==> src/rtl/fetch_pc_pkg.sv <==
// Shared CPU definitions for the instruction fetch stage: FSM encoding and
// reset/timeout defaults.
package fetch_pc_pkg;

  typedef enum logic [1:0] {
    IDLE  = 2'd0,
    REQ   = 2'd1,
    HOLD  = 2'd2,
    FAULT = 2'd3
  } fetchState_e;

  localparam logic [15:0] RESET_PC_DEFAULT = 16'h0000;
  localparam int          TIMEOUT_DEFAULT  = 8;

  // Jump wins over sequential advance; neither means re-fetch the same address.
  function automatic logic [15:0] nextPc(
    input logic [15:0] curPc,
    input logic        takeJmp,
    input logic        takeIncr,
    input logic [15:0] jmpTarget
  );
    if (takeJmp)       return jmpTarget;
    else if (takeIncr) return curPc + 16'd1;
    else               return curPc;
  endfunction

endpackage

==> src/rtl/fetch_pc_if.sv <==
// Fetch-stage bus: jump control, memory request/response and the held
// instruction presented to execute.
interface fetch_pc_if;

  logic        jmp;
  logic        incr;
  logic [15:0] target;
  logic        step_en;
  logic        mem_ack;
  logic [15:0] mem_data;
  logic        mem_req;
  logic [15:0] mem_addr;
  logic [15:0] pc;
  logic [15:0] instr;
  logic        instr_valid;
  logic        fault;

  modport master (
    output jmp, incr, target, step_en, mem_ack, mem_data,
    input  mem_req, mem_addr, pc, instr, instr_valid, fault
  );

  modport slave (
    input  jmp, incr, target, step_en, mem_ack, mem_data,
    output mem_req, mem_addr, pc, instr, instr_valid, fault
  );

endinterface

==> src/rtl/fetch_pc.sv <==
// Program counter and instruction fetch FSM: requests the word at pc, holds it
// for execute, then advances, jumps or re-fetches; a stalled request faults.
module fetch_pc
  import fetch_pc_pkg::*;
#(
  parameter logic [15:0] RESET_PC = RESET_PC_DEFAULT,
  parameter int          TIMEOUT  = TIMEOUT_DEFAULT
) (
  input  logic      clk,
  input  logic      rst,
  fetch_pc_if.slave bus
);

  localparam logic [7:0] LAST_WAIT = 8'(TIMEOUT - 1);

  fetchState_e state;
  logic [15:0] pcReg;
  logic [15:0] instrReg;
  logic [7:0]  waitCnt;
  logic        memReq;
  logic        instrValid;
  logic        faultReg;

  // NOTE: every state element uses non-blocking assignment so all registers
  // see the pre-edge values of each other, regardless of statement order.
  always_ff @(posedge clk) begin
    if (rst) begin
      state      <= IDLE;
      pcReg      <= RESET_PC;
      instrReg   <= 16'h0000;
      waitCnt    <= 8'd0;
      memReq     <= 1'b0;
      instrValid <= 1'b0;
      faultReg   <= 1'b0;
    end else begin
      unique case (state)
        IDLE: begin
          state   <= REQ;
          memReq  <= 1'b1;
          waitCnt <= 8'd0;
        end
        REQ: begin
          // An ack on the last allowed cycle still completes the fetch.
          if (bus.mem_ack) begin
            state      <= HOLD;
            instrReg   <= bus.mem_data;
            memReq     <= 1'b0;
            instrValid <= 1'b1;
          end else begin
            waitCnt <= waitCnt + 8'd1;
            if (waitCnt == LAST_WAIT) begin
              state    <= FAULT;
              memReq   <= 1'b0;
              faultReg <= 1'b1;
            end
          end
        end
        HOLD: begin
          if (bus.step_en) begin
            state      <= REQ;
            pcReg      <= nextPc(pcReg, bus.jmp, bus.incr, bus.target);
            memReq     <= 1'b1;
            instrValid <= 1'b0;
            waitCnt    <= 8'd0;
          end
        end
        FAULT: begin
          state <= FAULT;
        end
        default: state <= IDLE;
      endcase
    end
  end

  // pc only changes on the HOLD->REQ edge, so the address is stable while requesting.
  assign bus.pc          = pcReg;
  assign bus.mem_addr    = pcReg;
  assign bus.instr       = instrReg;
  assign bus.mem_req     = memReq;
  assign bus.instr_valid = instrValid;
  assign bus.fault       = faultReg;

endmodule
==> src/flat_wrapper.sv <==
// flat-port wrapper written by rule: the top's interface ports become plain ports
module fetch_pc_flat import fetch_pc_pkg::*;
#(
  parameter logic [15:0] RESET_PC = RESET_PC_DEFAULT,
  parameter int          TIMEOUT  = TIMEOUT_DEFAULT
)
  (clk, rst, bus_jmp, bus_incr, bus_target, bus_step_en, bus_mem_ack, bus_mem_data, bus_mem_req, bus_mem_addr, bus_pc, bus_instr, bus_instr_valid, bus_fault);
  fetch_pc_if bus_i ();
  input  logic clk;
  input  logic rst;
  input wire logic [$bits(bus_i.jmp)-1:0] bus_jmp;
  input wire logic [$bits(bus_i.incr)-1:0] bus_incr;
  input wire logic [$bits(bus_i.target)-1:0] bus_target;
  input wire logic [$bits(bus_i.step_en)-1:0] bus_step_en;
  input wire logic [$bits(bus_i.mem_ack)-1:0] bus_mem_ack;
  input wire logic [$bits(bus_i.mem_data)-1:0] bus_mem_data;
  output wire logic [$bits(bus_i.mem_req)-1:0] bus_mem_req;
  output wire logic [$bits(bus_i.mem_addr)-1:0] bus_mem_addr;
  output wire logic [$bits(bus_i.pc)-1:0] bus_pc;
  output wire logic [$bits(bus_i.instr)-1:0] bus_instr;
  output wire logic [$bits(bus_i.instr_valid)-1:0] bus_instr_valid;
  output wire logic [$bits(bus_i.fault)-1:0] bus_fault;
  assign bus_i.jmp = bus_jmp;
  assign bus_i.incr = bus_incr;
  assign bus_i.target = bus_target;
  assign bus_i.step_en = bus_step_en;
  assign bus_i.mem_ack = bus_mem_ack;
  assign bus_i.mem_data = bus_mem_data;
  assign bus_mem_req = bus_i.mem_req;
  assign bus_mem_addr = bus_i.mem_addr;
  assign bus_pc = bus_i.pc;
  assign bus_instr = bus_i.instr;
  assign bus_instr_valid = bus_i.instr_valid;
  assign bus_fault = bus_i.fault;
  fetch_pc #(.RESET_PC(RESET_PC), .TIMEOUT(TIMEOUT)) u_core (.clk(clk), .rst(rst), .bus(bus_i));
endmodule
==> config.mk <==
export PLATFORM = sky130hd
export DESIGN_NAME = fetch_pc_flat
export DESIGN_NICKNAME = d
export VERILOG_FILES = /design/src/rtl/fetch_pc_pkg.sv /design/src/rtl/fetch_pc_if.sv /design/src/rtl/fetch_pc.sv /design/src/flat_wrapper.sv
export SDC_FILE = /design/constraint.sdc
export NUM_CORES = 1
export LEC_CHECK = 0
export BUFFER_PORTS_ARGS = -buffer_cell sky130_fd_sc_hd__buf_2
export CORE_MARGIN = 3
export CORE_UTILIZATION = 28
export CTS_CLUSTER_DIAMETER = 120
export DETAILED_ROUTE_END_ITERATION = 7
export SLEW_MARGIN = 20
export SYNTH_ARGS = -nofsm -noshare
export SYNTH_HDL_FRONTEND = slang
export SYNTH_SLANG_ARGS = --single-unit
==> constraint.sdc <==
create_clock -name clk -period 4.33 [get_ports clk]
set_input_delay 1.299 -clock clk [delete_from_list [all_inputs] [get_ports clk]]
set_output_delay 1.299 -clock clk [all_outputs]
set_load 0.005 [all_outputs]
==> results.sh <==
export IMPL_status="completed"
export IMPL_finalCritPeriodShare=0.561
export IMPL_ant_nets=0
export IMPL_fin_nets=397
export IMPL_syn_avg_cell_area_um2=8.25
export IMPL_syn2layout_area_growth_pct=19.4
export IMPL_cts_resized_gates=0
export IMPL_fin_crit_ns=2.43
export IMPL_dieWidth_um=99.5
export IMPL_r2r_slack_ns=2.49
export IMPL_rows=33
export IMPL_cts_max_level=2
export IMPL_hold_buffers=0
export IMPL_core_area_um2=8340
export IMPL_crit_path_end_kind="flop"
export IMPL_crit_chain="buf_2 -> nor2_2 -> nor2_4 -> a21oi_1 -> a211oi_1"
export IMPL_clk_pin_slew_worst_paths_ns=0.09
export IMPL_drv_slew=0
export IMPL_syn_num_nets=337
export IMPL_setup_violations=0
export IMPL_cp_start_kind="input pin"
export IMPL_antenna_found_initial=0
export IMPL_ys_seq_elements=45
export IMPL_drive_above_1_share=0.318
export IMPL_wl_per_cell_um=13.4
export IMPL_power_density_nw_per_um2=321
export IMPL_start_util=0.294
export IMPL_num_vias=2324
export IMPL_grt_pass1_wl_um=10200
export IMPL_drt_iter0_markers=91
export IMPL_synth_distinct_cells=54
export IMPL_rsz0062_at_grt="no"
export IMPL_antenna_cells=0
export IMPL_crit_fanout=38
export IMPL_worst_pin_slew_ns=0.753
export IMPL_track_usage=0.123
export IMPL_relSlewSlack=0.498
export IMPL_vias_per_cell=5.02
export IMPL_clock_latency_ns=0.30
export IMPL_r2r_worst_path_cells=5
export IMPL_leakage_nw=1.27
export IMPL_crit_path_top_delay_cell="buf_2"
export IMPL_synthArstFlopShare=0
export IMPL_io_pins=89
export IMPL_hpwlAfterDp_um=4480
export IMPL_ir_worst_vdd_mv=0.126
export IMPL_hold_violations=0
export IMPL_grt_ovfl_total=0
export IMPL_cts_tree="built"
export IMPL_ys_seq_area_frac=0.368
export IMPL_max_freq_mhz=412
export IMPL_required_ns=4.54
export IMPL_port_buffers=88
export IMPL_cts_sinks=45
export IMPL_grt_max_degree=41
export IMPL_maxCapViolCount=0
export IMPL_yosys_most_used_dff="dfxtp_1"
export IMPL_dieArea_um2=9910
export IMPL_wirelength_um=6200
export IMPL_synth_area_um2=2450
export IMPL_synth_cells=297
export IMPL_min_path_cells=2
export IMPL_die_h_um=99.5
export IMPL_fin_util=0.351
export IMPL_drc=0
export IMPL_ys_warn_count=0
export IMPL_numCtsBuffers=5
export IMPL_place_congestion=0.842
export IMPL_cpPeakStageDelay_ns=0.52
export IMPL_clockBufferDepth=2
export IMPL_cts_root_buffer="clkbuf_8"
export IMPL_setup_tns_ns=0
export IMPL_grt_pass1_vias=2130
export IMPL_path_class="in2reg"
export IMPL_cts_setup_buffers=0
export IMPL_hold_class="reg2reg"
export IMPL_drt_pass1_iterations=4
export IMPL_skew_ns=0.00768
export IMPL_arrival_ns=2.64
export IMPL_synth_edf_count=0
## per-stage QoR
| stage | worst slack (ns) | cells | hold slack, ns | cell area (um^2) | total power [mW] |
|---|---|---|---|---|---|
| CTS | 1.93 | 463 | 0.458 | 2930 | 0.955 |
| global route | 1.75 | 463 | 0.478 | 2930 | 0.987 |
| global placement | 1.64 | 455 | 0.443 | 2790 | 0.565 |
| detailed placement | 1.62 | 455 | 0.445 | 2790 | 0.566 |
| finish | 1.90 | 463 | 0.455 | 2930 | 0.939 |
| floorplan | 2.14 | 297 | 0.453 | 2450 | 0.527 |
## flip-flops by register name, summed over array words and instances (netlist names)
| name | flops |
|---|---|
| u_core.state | 2 |
| u_core.bus.fault | 1 |
| u_core.bus.mem_req | 1 |
| u_core.bus.instr_valid | 1 |
| u_core.waitCnt | 8 |
| u_core.bus.instr | 16 |
| u_core.bus.mem_addr | 16 |
## cell type report
class,count,area [um^2]
multi-input combinational,212,1300
inverter,5,18.8
tap,105,131
clock inverter,3,68.8
sequential,45,901
clock buffer,5,68.8
fill,913,5420
timing repair buffer,88,440
## Yosys cell counts (2+ instances only)
library cell,n,area (um^2)
inv_1,5,18.8
nor4_1,4,25.0
nand2_1,46,173
o21ai_1,3,15.0
and4_1,3,26.3
a31oi_1,4,25.0
buf_4,20,150
dfxtp_1,45,901
buf_6,3,33.8
a21oi_1,38,190
or3_1,2,12.5
and3_1,5,31.3
nand4_1,7,43.8
o2111ai_1,2,17.5
nor4_2,3,37.5
a31o_1,2,17.5
a22o_1,2,17.5
o21ai_0,6,30.0
nor2_1,22,82.6
nor2_2,2,12.5
buf_1,2,7.51
nor3_1,4,20.0
a211oi_1,4,30.0
xor2_1,5,43.8
ha_1,2,25.0
or2_2,3,18.8
buf_2,4,20.0
clkbuf_1,6,22.5
nand3_1,8,40.0
o22ai_1,3,18.8
mux2i_1,9,90.1
## critical path: cells and delay by family
| kind | cells | cell delay, ns |
|---|---|---|
| simple gates | 2 | 0.48 |
| buf+inv | 1 | 0.52 |
| compound gates | 2 | 0.33 |
## worst paths after layout
| path | start | endpoint |
|---|---|---|
| hold reg to reg | u_core.bus.instr[1]$_SDFFE_PP0P_ | u_core.bus.instr[1]$_SDFFE_PP0P_ |
| hold / removal | u_core.bus.instr[1]$_SDFFE_PP0P_ | u_core.bus.instr[1]$_SDFFE_PP0P_ |
| setup reg to reg | u_core.bus.mem_addr[0]$_SDFFE_PP0P_ | u_core.bus.mem_addr[12]$_SDFFE_PP0P_ |
| setup / recovery | bus_jmp | u_core.bus.mem_addr[8]$_SDFFE_PP0P_ |
## where the power goes
group          leakage (nW)  total (mW)  switching, mW  internal (mW)
combinational         0.836       0.107         0.0598         0.0477
clock                0.0687       0.384          0.152          0.232
sequential            0.365       0.448         0.0188          0.429
total                  1.27       0.939          0.230          0.709
## per-layer routing
layer	vias up	track usage	wire [um]
li1	1164	-	-
met1	1073	0.162	2870
met2	83	0.200	2810
met3	4	0.0337	471
met4	0	0.0315	47
met5	-	0	0
## cells in the final DEF, fill, tap and decap left out, types with 4 or more instances in the layout
| cell | instances |
|---|---|
| clkbuf_8 | 5 |
| nand4_1 | 7 |
| buf_2 | 88 |
| a31oi_1 | 4 |
| nor4_1 | 4 |
| nand2_1 | 46 |
| a21oi_1 | 38 |
| nor2_1 | 22 |
| o21ai_0 | 6 |
| nand3_1 | 8 |
| mux2i_1 | 9 |
| xor2_1 | 5 |
| and3_1 | 5 |
| dfxtp_1 | 45 |
| nor3_1 | 4 |
| inv_1 | 5 |
| a211oi_1 | 4 |
## kinds of logic (layout without fill, tap and decap cells)
family / after synthesis / count (layout) / share of synthesized area
fa+ha+maj: 2 / 2 / 0.0102
compound gates: 74 / 74 / 0.188
xor+xnor: 5 / 5 / 0.0179
simple gates: 122 / 122 / 0.276
flops: 45 / 45 / 0.368
buf+inv: 40 / 101 / 0.103
mux: 9 / 9 / 0.0368
Note: power is estimated with default switching activity, not from simulation.
